===== src/rtl/not_pipe_pkg.sv =====
// not_pipe_pkg: shared definitions for the not_pipe_tmr elastic pipeline.
//   INV_MASK_DEFAULT : default inversion pattern (first stage inverts).
//   params_ok()      : returns 1 only for a legal WIDTH/DEPTH/CNT_W set.
package not_pipe_pkg;

  localparam int INV_MASK_DEFAULT = 1;

  function automatic bit params_ok(input int width, input int depth, input int cnt_w);
    return (width >= 1) && (depth >= 1) && (cnt_w >= 1);
  endfunction

endpackage


===== src/rtl/not_pipe_stage.sv =====
// not_pipe_stage: one register stage of the elastic pipeline.
//   clk, rst  : clock, asynchronous active-high reset
//   in_data   : upstream data (stage i-1 output, or pipeline input)
//   in_valid  : upstream valid
//   adv       : this stage may load this cycle (empty or downstream moving)
//   d, v      : registered data and valid
// When INV is set the stage stores the bitwise NOT of its input.
module not_pipe_stage #(
  parameter int WIDTH = 1,
  parameter bit INV   = 1'b0
) (
  input  logic             clk,
  input  logic             rst,
  input  logic [WIDTH-1:0] in_data,
  input  logic             in_valid,
  input  logic             adv,
  output logic [WIDTH-1:0] d,
  output logic             v
);

  always_ff @(posedge clk or posedge rst) begin
    if (rst) begin
      d <= '0;
      v <= 1'b0;
    end else if (adv) begin
      v <= in_valid;
      // A bubble only clears valid; data keeps its last value so o stays
      // deterministic while o_valid is low.
      if (in_valid) begin
        d <= INV ? ~in_data : in_data;
      end
    end
  end

endmodule


===== src/rtl/not_pipe_tmr.sv =====
// not_pipe_tmr: WIDTH-bit, DEPTH-stage elastic register pipeline with a
// per-stage selectable inversion, used as a triplication regression target.
//   clk, rst    : clock, asynchronous active-high reset
//   a, a_valid  : input data and valid
//   a_ready     : pipeline accepts input this cycle
//   o, o_valid  : last stage data and valid
//   o_ready     : downstream accepts o this cycle
//   xfer_count  : completed output transfers, wrapping modulo 2^CNT_W
//   err         : voter mismatch sink, tied low until the triplication pass
//
// Handshake: a transfer happens on a rising edge where valid && ready are
// both high; valid must not depend on ready, and a source holding valid
// keeps its data stable until the transfer. a_ready is combinational from
// o_ready through the advance chain (no skid buffer).
(* tamara_triplicate *)
module not_pipe_tmr
  import not_pipe_pkg::*;
#(
  parameter int               WIDTH    = 1,
  parameter int               DEPTH    = 1,
  parameter logic [DEPTH-1:0] INV_MASK = DEPTH'(INV_MASK_DEFAULT),
  parameter int               CNT_W    = 8
) (
  input  logic             clk,
  input  logic             rst,
  input  logic [WIDTH-1:0] a,
  input  logic             a_valid,
  output logic             a_ready,
  output logic [WIDTH-1:0] o,
  output logic             o_valid,
  input  logic             o_ready,
  output logic [CNT_W-1:0] xfer_count,
  (* tamara_error_sink *)
  output logic             err
);

  if (!params_ok(WIDTH, DEPTH, CNT_W)) begin : g_param_err
    $error("not_pipe_tmr: WIDTH, DEPTH and CNT_W must all be >= 1");
  end

  logic [WIDTH-1:0] d   [DEPTH];
  logic             v   [DEPTH];
  logic             adv [DEPTH];
  logic [CNT_W-1:0] cnt;

  for (genvar i = 0; i < DEPTH; i++) begin : g_stage
    logic [WIDTH-1:0] src_d;
    logic             src_v;

    if (i == 0) begin : g_first
      assign src_d = a;
      assign src_v = a_valid;
    end else begin : g_rest
      assign src_d = d[i-1];
      assign src_v = v[i-1];
    end

    // A stage advances when it is empty or everything downstream advances.
    if (i == DEPTH - 1) begin : g_last_adv
      assign adv[i] = !v[i] || o_ready;
    end else begin : g_mid_adv
      assign adv[i] = !v[i] || adv[i+1];
    end

    not_pipe_stage #(
      .WIDTH (WIDTH),
      .INV   (INV_MASK[i])
    ) u_stage (
      .clk      (clk),
      .rst      (rst),
      .in_data  (src_d),
      .in_valid (src_v),
      .adv      (adv[i]),
      .d        (d[i]),
      .v        (v[i])
    );
  end

  always_ff @(posedge clk or posedge rst) begin
    if (rst) begin
      cnt <= '0;
    end else if (o_valid && o_ready) begin
      cnt <= cnt + CNT_W'(1);
    end
  end

  assign a_ready    = adv[0];
  assign o          = d[DEPTH-1];
  assign o_valid    = v[DEPTH-1];
  assign xfer_count = cnt;
  assign err        = 1'b0;

endmodule

===== config.mk =====
export PLATFORM = sky130hd
export DESIGN_NAME = not_pipe_tmr
export DESIGN_NICKNAME = d
export VERILOG_FILES = /design/src/rtl/not_pipe_pkg.sv /design/src/rtl/not_pipe_stage.sv /design/src/rtl/not_pipe_tmr.sv
export SDC_FILE = /design/constraint.sdc
export NUM_CORES = 1
export LEC_CHECK = 0
export ABC_CLOCK_PERIOD_IN_PS = 1500
export BUFFER_PORTS_ARGS = -buffer_cell sky130_fd_sc_hd__buf_2
export CAP_MARGIN = 30
export CORE_AREA = 2 2 39 41
export DETAILED_ROUTE_END_ITERATION = 10
export DIE_AREA = 0 0 41 43
export GPL_ROUTABILITY_DRIVEN = 0
export HOLD_SLACK_MARGIN = 0.06
export PLACE_DENSITY = 0.64
export SYNTH_ARGS = -nofsm -noshare
export SYNTH_HDL_FRONTEND = slang
export SYNTH_SLANG_ARGS = --single-unit

===== constraint.sdc =====
create_clock -name clk -period 1.5 [get_ports clk]
set_input_delay 0.15 -clock clk [delete_from_list [all_inputs] [get_ports clk]]
set_output_delay 0.15 -clock clk [all_outputs]
set_load 0.05 [all_outputs]

==> results of run 1 <==
## Yosys cell counts, drive strengths merged (2+ instances only)
master	instances	area, um^2
xnor2	5	43.8
nand2	6	22.5
inv	2	7.51
xor2	2	17.5
dfrtp	10	250
## power by group
group | switching, W | internal, W | leakage [nW]
clock network | 0.0000915 | 0.000147 | 0.0210
registers | 0.0000872 | 0.000353 | 0.123
logic | 0.000401 | 0.000149 | 0.161
## area by class of cell
cell class	count	area, um^2
clock buffer	4	36.3
fill	147	803
inverter	2	7.51
multi-input combinational	25	170
sequential	10	251
tap	16	20.0
timing repair buffer	17	95.1
## cells in the final DEF, fill, tap and decap left out
cell,netlist,final
or2b_1,1,1
mux2i_1,1,1
ha_1,1,1
mux2_2,1,1
nand4_1,1,1
nand2b_1,1,1
and4_1,1,1
nand3_1,1,1
and3_1,1,1
conb_1,1,1
nor2_1,1,1
nand2_1,6,6
dfrtp_2,0,1
dlygate4sd3_1,0,2
inv_1,2,2
buf_2,0,15
xor2_1,2,2
clkbuf_4,0,3
clkbuf_8,0,1
dfrtp_1,10,9
nor3_1,1,1
xnor2_1,5,5
## what timing repair did
action	CTS	global route
buffers inserted	0	0
hold buffers	2	0
endpoints found under the hold margin	11	0
## flip-flops by register name (all words and copies together) (netlist names)
signal / flops
g_stage.u_stage.v: 1
xfer_count: 8
g_stage.u_stage.d: 1
## metrics by stage
stage / area (um^2) / setup slack [ns] / power, W
floorplan: 437 / 0.109 / 0.000866
global placement: 524 / 0.408 / 0.000985
detailed placement: 524 / 0.354 / 0.000999
CTS: 581 / 0.193 / 0.00124
global route: 581 / 0.150 / 0.00130
finish: 581 / 0.200 / 0.00123
## worst register-to-register path, stage by stage (launching register included)
cell     delay, ns
dfrtp_1       0.40
ha_1          0.18
nand3_1       0.12
nor3_1        0.20
xor2_1        0.17
## how the worst min path moves through the flow
| stage | startpoint | to | slack, ns | cells past startpoint |
|---|---|---|---|---|
| global route | a_valid | g_stage[0].u_stage.v | 0.12 | 2 |
| CTS | a_valid | g_stage[0].u_stage.v | 0.09 | 2 |
| floorplan | rst | g_stage[0].u_stage.d | -0.01 | 1 |
| detailed placement | rst | xfer_count[3] | 0.15 | 2 |
| global placement | rst | xfer_count[2] | 0.15 | 2 |
| finish | a_valid | g_stage[0].u_stage.v | 0.09 | 2 |
## cells by family (layout without fill, tap and decap cells)
group / Yosys count / count (layout) / share of synthesized area
fa+ha+maj: 1 / 1 / 0.0287
mux: 2 / 2 / 0.0488
flops: 10 / 10 / 0.575
xor+xnor: 7 / 7 / 0.141
simple gates: 14 / 14 / 0.164
buf+inv: 3 / 23 / 0.0345
other cells: 1 / 1 / 0.00861
## routing by layer
metal,global-route usage,up-vias,routed length (um)
met3,0.0314,2,67
met5,0,-,0
li1,-,162,-
met1,0.139,159,340
met4,0.0800,0,8
met2,0.141,16,332
==> results.txt, run 1 <==
IO buf count: 15
Leakage Power: 0.305 nW
clock tree from TritonCTS: built
placed wire-length estimate after detailed placement: 583 um
flip-flop cell with the highest count after synthesis: dfrtp_1
Pre-antenna DRT Iters: 4
residual DRC count: 0
number of hold violations in the final report: 0
total gr overflow: 0
Setup CP Type: reg2out
Die X: 41 um
worst-case vdd ir drop: 0.000629 V
maximum buffer depth of the clock tree: 2
Root Buffer Master: clkbuf_4
post-CTS clock slew at the launch and capture registers of the worst setup and hold paths: 0.07 ns
CTS H-tree lvls: 1
peak per-stage delay on the critical path: 0.43 ns
final setup violation count: 0
capturing point of the worst reg2reg path: xfer_count[6]
cell type group with the largest total delay on the critical path: flip-flops
Post-synth EDFFs: 0
routed wirelength normalized by instance count: 10.1 um
sinks on the clock net: 10
total length of routed wires: 748 um
largest net degree at the start of global routing: 11
number of antenna violations at the first check in global routing: 0
via count of the first global-routing pass: 309
total number of yosys warnings: 0
Cell Count, Final, Fillers Out: 74
total global-route track usage: 0.106
critical path launch point type: flip-flop
classification of the worst-slack hold path: in2reg
number of buffer and inverter instances along the worst setup path: 1
setup repair after global routing missed its margin: false
data arrival time of the critical path: 1.15 ns
Core ar.: 0.00138 mm^2
Synth Instances: 38
worst setup path endpoint: a_ready
reg-to-reg startpoint: xfer_count[0]
Max Clock Freq: 769 MHz
CP max-delay cell: dfrtp_2
CP endpoint kind: primary output
number of nets still failing antenna checks after routing: 0
post-synthesis instance area: 435 um^2
post-layout net count: 65
sequential-to-total area share from yosys stat: 0.575
post-layout utilization of the core: 0.420
r2r setup slk: 0.36 ns
Ports: 17
post-route fraction of the period consumed by the critical path: 0.867
DR vias: 339
cell depth of the worst flop-to-flop path: 4
crit-path cells: or2b_1 > buf_2
average footprint of a synthesized cell: 11.5 um^2
share of flip-flops with an asynchronous set or reset after synthesis: 1.00
vertical die dimension: 43 um
result of the run: finished clean
Crit. Startpoint: g_stage[0].u_stage.v
Gates resized, CTS repair: 0
Crit path required time: 1.35 ns
clock network latency to the later pin of the worst-skew pair: 0.26 ns
Die Outline Area: 0.00176 mm^2
final-layout setup total negative slack: 0 ns
wire length of the first global-routing pass: 1230 um
area delta synth->final: 33.3%
initial standard-cell utilization of the core: 0.315
clock skew after layout: 0.00421 ns
standard-cell rows: 14
Power per Cell Area: 2120 mW/mm^2
logic depth of the worst path, buffers included: 2
average via count per standard cell: 4.58
CTS Buf Count: 3
ratio of cells with drive above 1 in the final layout: 0.362
number of DRC violations after detailed-routing iteration 0: 5
flip-flop and latch count after synthesis: 10
net count after synthesis: 44
worst hold slack: 0.0883 ns
pins over their slew limit: 0
critical path peak fanout: 5
n_diodes: 0
minimum clock period after layout: 1.30 ns
placed instance count: 68
Maximum Capacitance Violations: 0
Synth cell types: 18
No activity file was read; power rests on OpenSTA's default activity.
==> inputs of run 2 (changes only) <==
Settings changed: ABC_CLOCK_PERIOD_IN_PS 1500 to not set, PLACE_DENSITY 0.64 to not set, PLACE_DENSITY_LB_ADDON set to 0.25.
Clock period 1.5 ns to 1.55 ns, I/O delays scaled along.
==> run 2 against run 1 <==
  * Flip-flop and latch count is the same
  * Worst hold slack lost 0.0016 ns
  * Clock power is essentially flat
  * Utilization shrank 0.090 points
==> results.txt, run 2 (synthesis results as in run 1) <==
result of the run: finished clean
Core ar.: 0.00138 mm^2 (unchanged)
critical path launch point type: flip-flop
worst setup path endpoint: a_ready
sinks on the clock net: 10 (unchanged)
largest net degree at the start of global routing: 11 (unchanged)
capturing point of the worst reg2reg path: xfer_count[6]
Die X: 41 um (unchanged)
cell depth of the worst flop-to-flop path: 4 (unchanged)
post-placement worst setup slack: 0.446 ns (+0.0920 ns)
residual DRC count: 0 (unchanged)
proportion of power drawn by the clock network: 0.200 (+0.006)
pins over their slew limit: 0 (unchanged)
clock network latency to the later pin of the worst-skew pair: 0.27 ns (about the same)
initial standard-cell utilization of the core: 0.315 (unchanged)
maximum buffer depth of the clock tree: 2 (unchanged)
Power per Cell Area: 2050 mW/mm^2 (-3.1%)
Maximum Capacitance Violations: 0 (unchanged)
Setup CP Type: reg2out
post-layout net count: 65 (unchanged)
worst-case vdd ir drop: 0.000996 V (+58%)
crit-path cells: or2b_1 > buf_2
total global-route track usage: 0.116 (+0.00958)
CTS H-tree lvls: 1 (unchanged)
Pre-antenna DRT Iters: 2 (-2)
number of nets still failing antenna checks after routing: 0 (unchanged)
flip-flop count of the largest register, all copies and words added: 8 (unchanged)
number of DRC violations after detailed-routing iteration 0: 2 (-3)
CP endpoint kind: primary output
commonest non-fill, non-tap cells in the layout: 15 x buf_2, 10 x dfrtp_1, 6 x nand2_1
Max Clock Freq: 761 MHz
post-CTS clock slew at the launch and capture registers of the worst setup and hold paths: 0.07 ns (about the same)
Leakage Power: 0.306 nW (+0.25%)
n_diodes: 0 (unchanged)
average via count per standard cell: 4.35 (-5.0%)
placed wire-length estimate after detailed placement: 562 um (-3.7%)
peak per-stage delay on the critical path: 0.41 ns (-0.02 ns)
vertical die dimension: 43 um (unchanged)
ratio of cells with drive above 1 in the final layout: 0.345 (-0.0172)
Cell Count, Final, Fillers Out: 74 (unchanged)
area delta synth->final: 33.0%
Crit. Startpoint: g_stage[0].u_stage.v
r2r setup slk: 0.44 ns (+0.08 ns)
logic depth of the worst path, buffers included: 2 (unchanged)
clock tree from TritonCTS: built
net load switching power: 0.000563 W (-2.8%)
critical path peak fanout: 5 (unchanged)
fraction of power spent switching nets: 0.474 (+0.00242)
internal power: 0.000625 W (-3.7%)
DR vias: 322 (-5.0%)
routed wirelength normalized by instance count: 10.3 um (+1.9%)
post-layout utilization of the core: 0.419 (-0.000904)
Ports: 17 (unchanged)
number of hold violations in the final report: 0 (unchanged)
IO buf count: 15 (unchanged)
data arrival time of the critical path: 1.16 ns (about the same)
post-route fraction of the period consumed by the critical path: 0.848
minimum clock period after layout: 1.31 ns
most common cell after layout, fill and taps aside: buf_2
number of buffer and inverter instances along the worst setup path: 1 (unchanged)
CTS Buf Count: 3 (unchanged)
combinational fraction of design power: 0.443 (-0.004)
CP max-delay cell: dfrtp_1
Crit path required time: 1.39 ns (+0.04 ns)
total length of routed wires: 762 um (+1.9%)
wire length of the first global-routing pass: 1280 um (+3.9%)
final setup violation count: 0 (unchanged)
Die Outline Area: 0.00176 mm^2 (unchanged)
placed instance count: 68 (unchanged)
cell type group with the largest total delay on the critical path: flip-flops
setup repair after global routing missed its margin: false
standard-cell rows: 14 (unchanged)
Root Buffer Master: clkbuf_4
reg-to-reg startpoint: xfer_count[0]
classification of the worst-slack hold path: in2reg
total gr overflow: 0 (unchanged)
final-layout setup total negative slack: 0 ns (unchanged)
setup slack of the critical path after layout: 0.235 ns (+0.0356 ns)
sequential share of power: 0.357 (-0.002)
number of antenna violations at the first check in global routing: 0 (unchanged)
via count of the first global-routing pass: 287 (-7.1%)
clock skew after layout: 0.00536 ns (+0.00115 ns)
==> run 2: cell types whose count changed in the layout (fill, tap and decap cells not counted) <==
cell,previous run,this run
dfrtp_1,9,10
dfrtp_2,1,0
==> run 2: how the worst min path moves through the flow <==
stage	start	endpoint	slack (ns)	cells after the start
after floorplan	rst	g_stage[0].u_stage.d	-0.005	1
after global placement	rst	g_stage[0].u_stage.d	0.15	2
after detailed placement	rst	g_stage[0].u_stage.d	0.16	2
after CTS	a_valid	g_stage[0].u_stage.v	0.08	2
after global routing	a_valid	g_stage[0].u_stage.v	0.09	2
final	a_valid	g_stage[0].u_stage.v	0.09	2
==> run 2: layer usage <==
layer / track usage / routed length, um
met1: 0.147 / 366
met3: 0.0471 / 62
met2: 0.144 / 333
met4: 0.100 / 0
met5: 0 / 0
==> run 2: worst reg2reg max path, cell delays in order, from the launching register on <==
cell,delay (ns)
dfrtp_1,0.40
ha_1,0.16
nand3_1,0.12
nor3_1,0.19
xor2_1,0.16
==> run 2: timing repair <==
| item | in CTS | in global routing |
|---|---|---|
| hold buffers | 2 | 0 |
| buffers inserted | 0 | 0 |
| hold endpoints to repair | 11 | 0 |
| gates resized for setup | 0 | 0 |
==> run 2: power groups by stage <==
stage | clock network [W] | registers (W) | logic, W
floorplan | 0 | 0.000700 | 0.000138
global placement | 0 | 0.000428 | 0.000527
detailed placement | 0 | 0.000431 | 0.000526
CTS | 0.000249 | 0.000427 | 0.000531
global route | 0.000269 | 0.000443 | 0.000562
finish | 0.000238 | 0.000424 | 0.000526
==> run 2: cell type report <==
type                       count  area, um^2
inverter                       2        7.51
sequential                    10         250
multi-input combinational     25         170
timing repair buffer          17        95.1
tap                           16        20.0
fill                         141         805
clock buffer                   4        36.3
==> run 2: stage by stage <==
stage	area, um^2	hold slack (ns)	total power [W]
finish	579	0.0867	0.00119
global route	579	0.0946	0.00127
CTS	579	0.0774	0.00121
detailed placement	523	0.161	0.000957
global placement	523	0.155	0.000955
floorplan	435	-0.00482	0.000838
==> inputs of run 3 (changes only) <==
Settings changed: ABC_AREA set to 1, CORE_AREA 2 2 39 41 to not set, CORE_MARGIN set to 2, CORE_UTILIZATION set to 40, DIE_AREA 0 0 41 43 to not set.
Clock period 1.55 ns to 1.33 ns, I/O delays scaled along.
==> run 3 against run 2 <==
  * Critical path depth stayed put
  * First-iteration DRC count grew to 5.0 times the previous value
  * Final area is 15% higher
  * Highest routed layer is now met4
  * Combinational power is 46% higher
  * Worst hold slack better by 0.019 ns
==> results.txt, run 3 <==
number of DRC violations after detailed-routing iteration 0: 10 (+8)
average footprint of a synthesized cell: 9.62 um^2 (-16%)
routed wirelength normalized by instance count: 10.7 um (+4.1%)
net load switching power: 0.000787 W (+40%)
most common cell after layout, fill and taps aside: buf_2
combinational fraction of design power: 0.507 (+0.064)
share of flip-flops with an asynchronous set or reset after synthesis: 1.00 (unchanged)
library cell occupying the most area in the post-synthesis netlist: dfrtp_1
minimum clock period after layout: 1.19 ns
number of antenna violations at the first check in global routing: 0 (unchanged)
standard-cell rows: 13 (-1)
sequential-to-total area share from yosys stat: 0.473 (-0.102)
final-layout setup total negative slack: 0 ns (unchanged)
sequential share of power: 0.346 (-0.011)
fraction of power spent switching nets: 0.518 (+0.0443)
number of hold violations in the final report: 0 (unchanged)
sinks on the clock net: 10 (unchanged)
net count after synthesis: 61 (+39%)
sequential cell area: 254 um^2 (+1.5%)
Core ar.: 0.00127 mm^2 (-8.3%)
n_diodes: 0 (unchanged)
classification of the worst-slack hold path: in2reg
synth cell count leaders: 13 x nand2_1, 10 x dfrtp_1, 10 x inv_1, 3 x xor2_1
commonest non-fill, non-tap cells in the layout: 15 x buf_2, 12 x nand2_1, 10 x inv_1
average via count per standard cell: 4.53 (+4.2%)
largest net degree at the start of global routing: 11 (unchanged)
Post-synth EDFFs: 0 (unchanged)
data arrival time of the critical path: 1.06 ns (-0.10 ns)
Cell Count, Final, Fillers Out: 90 (+22%)
post-synthesis instance area: 529 um^2 (+22%)
Power per Cell Area: 2270 mW/mm^2 (+11%)
total length of routed wires: 965 um (+27%)
Synth cell types: 20 (+2)
result of the run: finished clean
Die X: 40.4 um (-1.5%)
internal power: 0.000732 W (+17%)
area share of the largest cell type after synthesis: 0.473 (-0.102)
vertical die dimension: 40.4 um (-6.1%)
clock tree from TritonCTS: built
wire length of the first global-routing pass: 1570 um (+23%)
cell with the most instances after synthesis: nand2_1
Pre-antenna DRT Iters: 4 (+2)
Maximum Capacitance Violations: 0 (unchanged)
area after detailed placement: 622 um^2 (+19%)
worst-case vdd ir drop: 0.00134 V (+35%)
CTS Buf Count: 3 (unchanged)
Root Buffer Master: clkbuf_4
Max Clock Freq: 839 MHz
flip-flop and latch count after synthesis: 10 (unchanged)
area delta synth->final: 26.2%
IO buf count: 15 (unchanged)
total global-route track usage: 0.158 (+0.0420)
hold-fix buffers at CTS: 1 (-1)
Setup CP Type: reg2out
pins over their slew limit: 0 (unchanged)
flip-flop count of the largest register, all copies and words added: 8 (unchanged)
number of fill cells in the layout: 119 (-16%)
Die Outline Area: 0.00163 mm^2 (-7.5%)
total gr overflow: 0 (unchanged)
ratio of cells with drive above 1 in the final layout: 0.413 (+0.0685)
setup repair after global routing missed its margin: false
area used by multi-input combinational logic: 236 um^2 (+39%)
post-layout utilization of the core: 0.527 (+0.108)
via count of the first global-routing pass: 364 (+27%)
Synth Instances: 55 (+45%)
placed wire-length estimate after detailed placement: 738 um (+31%)
total number of yosys warnings: 0 (unchanged)
clock skew after layout: 0.00757 ns (+0.00221 ns)
Ports: 17 (unchanged)
Leakage Power: 0.379 nW (+24%)
maximum buffer depth of the clock tree: 2 (unchanged)
final setup violation count: 0 (unchanged)
residual DRC count: 0 (unchanged)
post-layout net count: 82 (+26%)
post-CTS clock slew at the launch and capture registers of the worst setup and hold paths: 0.07 ns (about the same)
placed instance count: 84 (+24%)
initial standard-cell utilization of the core: 0.417 (+0.103)
critical path launch point type: flip-flop
setup repair bufs after CTS: 0 (unchanged)
DR vias: 408 (+27%)
total non-filler cell area in the finished layout: 668 um^2 (+15%)
clock network latency to the later pin of the worst-skew pair: 0.27 ns (about the same)
Area contributors post-synth: dfrtp_1 47%, nand2_1 9.2%, inv_1 7.1%
Crit path required time: 1.20 ns (-0.19 ns)
proportion of power drawn by the clock network: 0.147 (-0.053)
CP endpoint kind: primary output
number of nets still failing antenna checks after routing: 0 (unchanged)
Gates resized, CTS repair: 0 (unchanged)
post-route fraction of the period consumed by the critical path: 0.896
critical path peak fanout: 3 (-2)
flip-flop cell with the highest count after synthesis: dfrtp_1
CTS H-tree lvls: 1 (unchanged)
[run 3: area by class of cell]
cell class	instances	area share
tap	15	0.0281
timing repair buffer	17	0.142
sequential	10	0.380
multi-input combinational	34	0.354
inverter	10	0.0562
clock buffer	4	0.0393
[run 3: power by group through the flow]
stage | combinational, W | sequential, W | clock (W)
final | 0.000769 | 0.000526 | 0.000223
after global routing | 0.000823 | 0.000548 | 0.000253
after CTS | 0.000777 | 0.000530 | 0.000227
after detailed placement | 0.000772 | 0.000536 | 0
after global placement | 0.000764 | 0.000527 | 0
after floorplan | 0.000280 | 0.000861 | 0
[run 3: worst paths after layout]
kind / from / cells past startpoint / endpoint / slack (ns)
max: g_stage[0].u_stage.v / 2 / a_ready / 0.14
min: a_valid / 3 / g_stage[0].u_stage.v / 0.11
max reg2reg: xfer_count[0] / 7 / xfer_count[6] / 0.23
min reg2reg: xfer_count[7] / 2 / xfer_count[7] / 0.50
max in group asynchronous: rst / 3 / xfer_count[1] / 0.66
min in group asynchronous: rst / 3 / g_stage[0].u_stage.d / 0.37
[run 3: per-layer routing]
layer  track usage  vias to the layer above  wire (um)  part of all wire
met1         0.171                      186        408              0.42
met4         0.150                        0         39             0.040
met2         0.238                       12        471              0.49
met3        0.0500                        5         46             0.048
li1              -                      205          -                 -
met5             0                        -          0                 0
[run 3: stage by stage]
step                      setup slack, ns  total power, W  hold slack (ns)
after CTS                           0.139         0.00153           0.0602
after detailed placement            0.238         0.00131            0.133
after global placement              0.249         0.00129            0.131
final                               0.138         0.00152            0.105
after global routing               0.0865         0.00162            0.109
after floorplan                    0.0623         0.00114          -0.0270
[run 3: cells by family (layout without fill, tap and decap cells)]
kind of cell / after synthesis / count (layout) / synth area share
xor gates and xnor gates: 5 / 5 / 0.0969
buffers and inverters: 11 / 31 / 0.0851
muxes: 1 / 1 / 0.0284
AOI/OAI and AO/OA: 1 / 1 / 0.00945
adders and majority gates: 1 / 1 / 0.0236
and+or+nand+nor: 25 / 25 / 0.277
other: 1 / 1 / 0.00709
DFF: 10 / 10 / 0.473
[run 3: worst max-delay path, stage by stage, from the launching register on]
cell and delay [ns]:
dfrtp_2 0.43, nand2_2 0.09, buf_2 0.26
